===== config.mk =====
export PLATFORM = sky130hd
export DESIGN_NAME = vx_index_retire_queue
export DESIGN_NICKNAME = d
export VERILOG_FILES = /design/src/rtl/vx_index_retire_queue.sv
export SDC_FILE = /design/constraint.sdc
export NUM_CORES = 1
export LEC_CHECK = 0
export CORE_MARGIN = 3
export CORE_UTILIZATION = 50
export DETAILED_ROUTE_END_ITERATION = 10
export PLACE_DENSITY = 0.81
export SETUP_SLACK_MARGIN = 0.3
export SYNTH_ARGS = -nofsm -noshare
export SYNTH_HDL_FRONTEND = slang
export SYNTH_SLANG_ARGS = --single-unit

===== constraint.sdc =====
create_clock -name clk -period 4.15 [get_ports clk]
set_input_delay 0.83 -clock clk [delete_from_list [all_inputs] [get_ports clk]]
set_output_delay 0.83 -clock clk [all_outputs]
set_load 0.03 [all_outputs]

===== src/rtl/vx_index_retire_queue.sv =====
// ---------------------------------------------------------------------------
// vx_index_retire_queue
//
// Allocate-in-order / release-out-of-order / retire-in-order index queue.
// A push takes the entry at the tail and returns its index. Any release port
// may later mark that index done, in any order. The head entry retires once it
// is done and the consumer accepts it, so entries leave strictly in allocation
// order. Payloads can also be read at random through rd_idx.
//
// Parameters
//   DATAW    payload width in bits
//   SIZE     entry count (power of two, >= 2)
//   NUM_RELS number of independent release ports (>= 1)
//
// Ports
//   clk, reset      clock, synchronous active-high reset
//   flush           (only with VX_INDEX_RETIRE_QUEUE_FLUSH_EN) clears control state
//   push_valid/ready, push_data, push_idx   allocation handshake and assigned index
//   rel_valid[p], rel_idx[p*IW +: IW]       per-port release of an allocated index
//   rd_idx -> rd_data                       combinational random-access read
//   ret_valid/ready, ret_idx, ret_data      in-order retire of the head entry
//   count                                   number of allocated entries
//
// Optional feature macro: VX_INDEX_RETIRE_QUEUE_FLUSH_EN
// ---------------------------------------------------------------------------
module vx_index_retire_queue #(
  parameter int DATAW    = 1,
  parameter int SIZE     = 4,
  parameter int NUM_RELS = 1,
  localparam int IW      = (SIZE > 1) ? $clog2(SIZE) : 1,
  localparam int CW      = $clog2(SIZE + 1)
) (
  input  logic                   clk,
  input  logic                   reset,
`ifdef VX_INDEX_RETIRE_QUEUE_FLUSH_EN
  input  logic                   flush,
`endif
  input  logic                   push_valid,
  input  logic [DATAW-1:0]       push_data,
  output logic                   push_ready,
  output logic [IW-1:0]          push_idx,
  input  logic [NUM_RELS-1:0]    rel_valid,
  input  logic [NUM_RELS*IW-1:0] rel_idx,
  input  logic [IW-1:0]          rd_idx,
  output logic [DATAW-1:0]       rd_data,
  output logic                   ret_valid,
  input  logic                   ret_ready,
  output logic [IW-1:0]          ret_idx,
  output logic [DATAW-1:0]       ret_data,
  output logic [CW-1:0]          count
);

  // Pointers carry one extra wrap bit so full and empty are distinguishable.
  logic [IW:0]       head;
  logic [IW:0]       tail;
  logic [SIZE-1:0]   alloc;
  logic [SIZE-1:0]   done;
  logic [DATAW-1:0]  entries [SIZE];

  logic              clear;
  logic              empty;
  logic              full;
  logic              push_fire;
  logic              ret_fire;
  logic [IW-1:0]     head_l;
  logic [IW-1:0]     tail_l;

`ifdef VX_INDEX_RETIRE_QUEUE_FLUSH_EN
  assign clear = reset | flush;
`else
  assign clear = reset;
`endif

  assign head_l = head[IW-1:0];
  assign tail_l = tail[IW-1:0];
  assign empty  = (head == tail);
  assign full   = (head_l == tail_l) && (head[IW] != tail[IW]);

  // push_ready looks at registered state only; a retire in the same cycle
  // frees the slot for the following cycle, never the current one.
  assign push_ready = ~full;
  assign push_idx   = tail_l;
  assign push_fire  = push_valid & push_ready & ~clear;

  assign ret_valid  = ~empty & done[head_l];
  assign ret_idx    = head_l;
  assign ret_data   = entries[head_l];
  assign ret_fire   = ret_valid & ret_ready & ~clear;

  assign rd_data    = entries[rd_idx];
  assign count      = CW'(tail - head);

  // NOTE: sequential state uses non-blocking assignments so every register
  // samples the pre-edge values, independent of statement order.
  always_ff @(posedge clk) begin
    if (clear) begin
      head  <= '0;
      tail  <= '0;
      alloc <= '0;
      done  <= '0;
    end else begin
      // Releases are plain sets, so several ports naming one index are idempotent.
      for (int p = 0; p < NUM_RELS; p++) begin
        if (rel_valid[p]) begin
          done[rel_idx[p*IW +: IW]] <= 1'b1;
        end
      end
      if (push_fire) begin
        alloc[tail_l] <= 1'b1;
        done[tail_l]  <= 1'b0;
        tail          <= tail + 1'b1;
      end
      if (ret_fire) begin
        alloc[head_l] <= 1'b0;
        done[head_l]  <= 1'b0;
        head          <= head + 1'b1;
      end
    end
  end

  // NOTE: the payload array is deliberately left out of reset; only the
  // control state decides which entries are meaningful, and an unreset array
  // maps onto plain RAM.
  always_ff @(posedge clk) begin
    if (push_fire) begin
      entries[tail_l] <= push_data;
    end
  end

`ifndef SYNTHESIS
  // Runtime checks on release usage; inactive while control state is cleared.
  always @(posedge clk) begin
    if (!clear) begin
      for (int p = 0; p < NUM_RELS; p++) begin
        if (rel_valid[p]) begin
          assert (alloc[rel_idx[p*IW +: IW]] && !done[rel_idx[p*IW +: IW]])
            else $error("release of unallocated or already-done index %0d", rel_idx[p*IW +: IW]);
          assert (!(push_fire && (rel_idx[p*IW +: IW] == tail_l)))
            else $error("release of index %0d while it is being pushed", tail_l);
        end
      end
    end
  end
`endif

endmodule


==> summary.txt <==
Placer Congestion - 0.7520
initial antenna violation count - 0
initial core utilization - 53.69%
vias in the first global route - 681
hold wc startpoint - done[3]
fraction of layout cells with a size suffix above 1 - 13.59%
hold endpoint - done[3]
hold depth - 2
Worst Setup Path Type - in -> out
reg-to-reg endpoint - entries[1]
CTS tree - built
Synth Cell Area - 937.1 um^2
HPWL after DPL - 1398 um
Slew @ Worst Pin - 410.6 ps
Peak Freq - 308.2 MHz
Setup Viol. Count Final - 0
wire per inst - 14.16 um
Required @ worst endpoint - 3320 ps
largest net degree at the start of global routing - 11
clock sinks - 16
Seq/Total Area, Yosys - 38.45%
Worst-path clk slew - 90 ps
post-CTS sizing - 0
final count of pins violating max slew - 0
nets - 125
Antenna diodes - 0
ys flop type - dfxtp_1
Worst Path Arrival - 2410 ps
I/O pin total - 21
final WL - 1812 um
H-tree depth - 1
most common cell after layout, fill and taps aside - clkdlybuf4s50_1
launching point of the worst reg2reg path - head[1]
DIE WIDTH - 49.30 um
DIE AREA - 2430 um^2
sum of negative setup slack - 0 ps
CP endpoint kind - output pin
Max Buffers Root-to-Sink - 2
layout filler cell count - 145
synth warn - 0
Worst Skew - 0.8100 ps
1st-pass router iterations - 4
Post-synth EDFFs - 4
critical path fanouts, max - 1
dpl cell area - 1134 um^2
first-pass GRT wire length - 3098 um
post-route cell area - 1170 um^2
IO Port Bufs - 20
# Post-CTS Setup Buffers - 0
height of the die - 49.30 um
Area Growth Syn to Fin - 24.83%
Yosys reg bits - 16
status - completed
R2R depth - 6
post-cts hold buffer count - 0
antenna-violating nets left - 0
cells after synthesis - 84
startpoint types - input port
RSZ-0062 raised after global routing - false
Max Cap Viol - 0
Cell variety after synth - 28
CTS buffer count - 3
peak supply drop - 0.2205 mV
Initial DRC Count - 11
most frequent cells in the layout - 20 x clkdlybuf4s50_1, 12 x dfxtp_1, 10 x ha_1, 8 x inv_1, 6 x nor2_1
register area - 360.3 um^2
multi-input combinational cell area - 511.7 um^2
drt via density - 5.234
clock latency on the worst-skew pair - 290 ps
Async S/R FF share, synth - 0%
launch point of the worst path - rd_idx[0]
reg2reg setup slack - 2150 ps
root buffer cell - clkbuf_4
DRC errors left - 0
FP Rows - 15
Core Box Area - 1745 um^2
Tot GR Track Use - 16.93%
worst min-delay path category - reg -> reg
gr ovfl total - 0
Fin. Hold Viols - 0
Mapped Nets - 105
Relative slew margins - 72.54%
detailed-route via count - 670
fin crit share - 78.17%
LEAKAGE - 0.4922 nW
Mean Syn Cell Area - 11.16 um^2
Final min period - 3244 ps
PD cells - 290.2 nW/um^2
==> layout make-up <==
class,count,share of cell area (%)
timing repair buffer,20,17.11
inverter,8,2.567
sequential,16,30.80
clock buffer,4,3.102
tap,25,2.674
multi-input combinational,55,43.74
==> metrics by stage <==
step	hold WS (ps)	power, mW	setup WS, ps	utilization (%)	instances
after global placement	529.6	0.2376	918.5	64.95	124
after CTS	581.1	0.3407	896.9	67.03	128
after detailed placement	566.3	0.2394	902.3	64.95	124
after global routing	604.0	0.3564	845.8	67.03	128
final	565.9	0.3395	905.8	67.03	128
after floorplan	497.4	0.2138	1741	-	84
==> per-layer routing <==
metal / GRT usage (%) / routed length, um / up-vias
met5: 0 / 0 / -
met4: 8.531 / 31 / 0
met3: 3.976 / 113 / 5
met2: 29.02 / 909 / 24
met1: 19.42 / 757 / 312
li1: - / - / 329
==> power by group <==
part,total [mW],internal [mW],switching [mW],leakage [nW]
clock network,0.104,0.0535,0.0504,0.0210
registers,0.169,0.165,0.00444,0.134
logic,0.0663,0.0302,0.0361,0.337
==> worst max-delay path: stages <==
cell             delay [ps]
clkdlybuf4s50_1         490
mux4_2                  490
clkdlybuf4s50_1         600
==> synth_stat cells (2+ instances only) <==
cell type	number	area (um^2)
nor2_1	6	22.52
mux4_2	3	67.56
and2_1	3	18.77
o2111ai_1	2	17.52
xor2_1	2	17.52
xnor2_1	4	35.03
ha_1	10	125.1
buf_4	4	30.03
inv_1	8	30.03
o21ai_0	3	15.01
edfxtp_1	4	120.1
a221oi_2	3	45.04
nand3_1	2	10.01
dfxtp_1	12	240.2
nand2_1	5	18.77
==> how the worst max path moves through the flow <==
stage | slack, ps | endpoint
6_report | 910 | rd_data
5_1_grt | 850 | count[2]
4_1_cts | 900 | rd_data
3_5_place_dp | 900 | rd_data
3_3_place_gp | 920 | rd_data
2_1_floorplan | 1740 | count[2]
==> kinds of logic after synthesis <==
kind of cell	after synthesis	synth area share, %
simple gates	20	10.41
flops	16	38.45
compound gates	14	14.15
buf+inv	13	6.942
fa+ha+maj	11	15.49
xor+xnor	7	7.344
mux	3	7.209
Note: power is estimated with default switching activity, not from simulation.
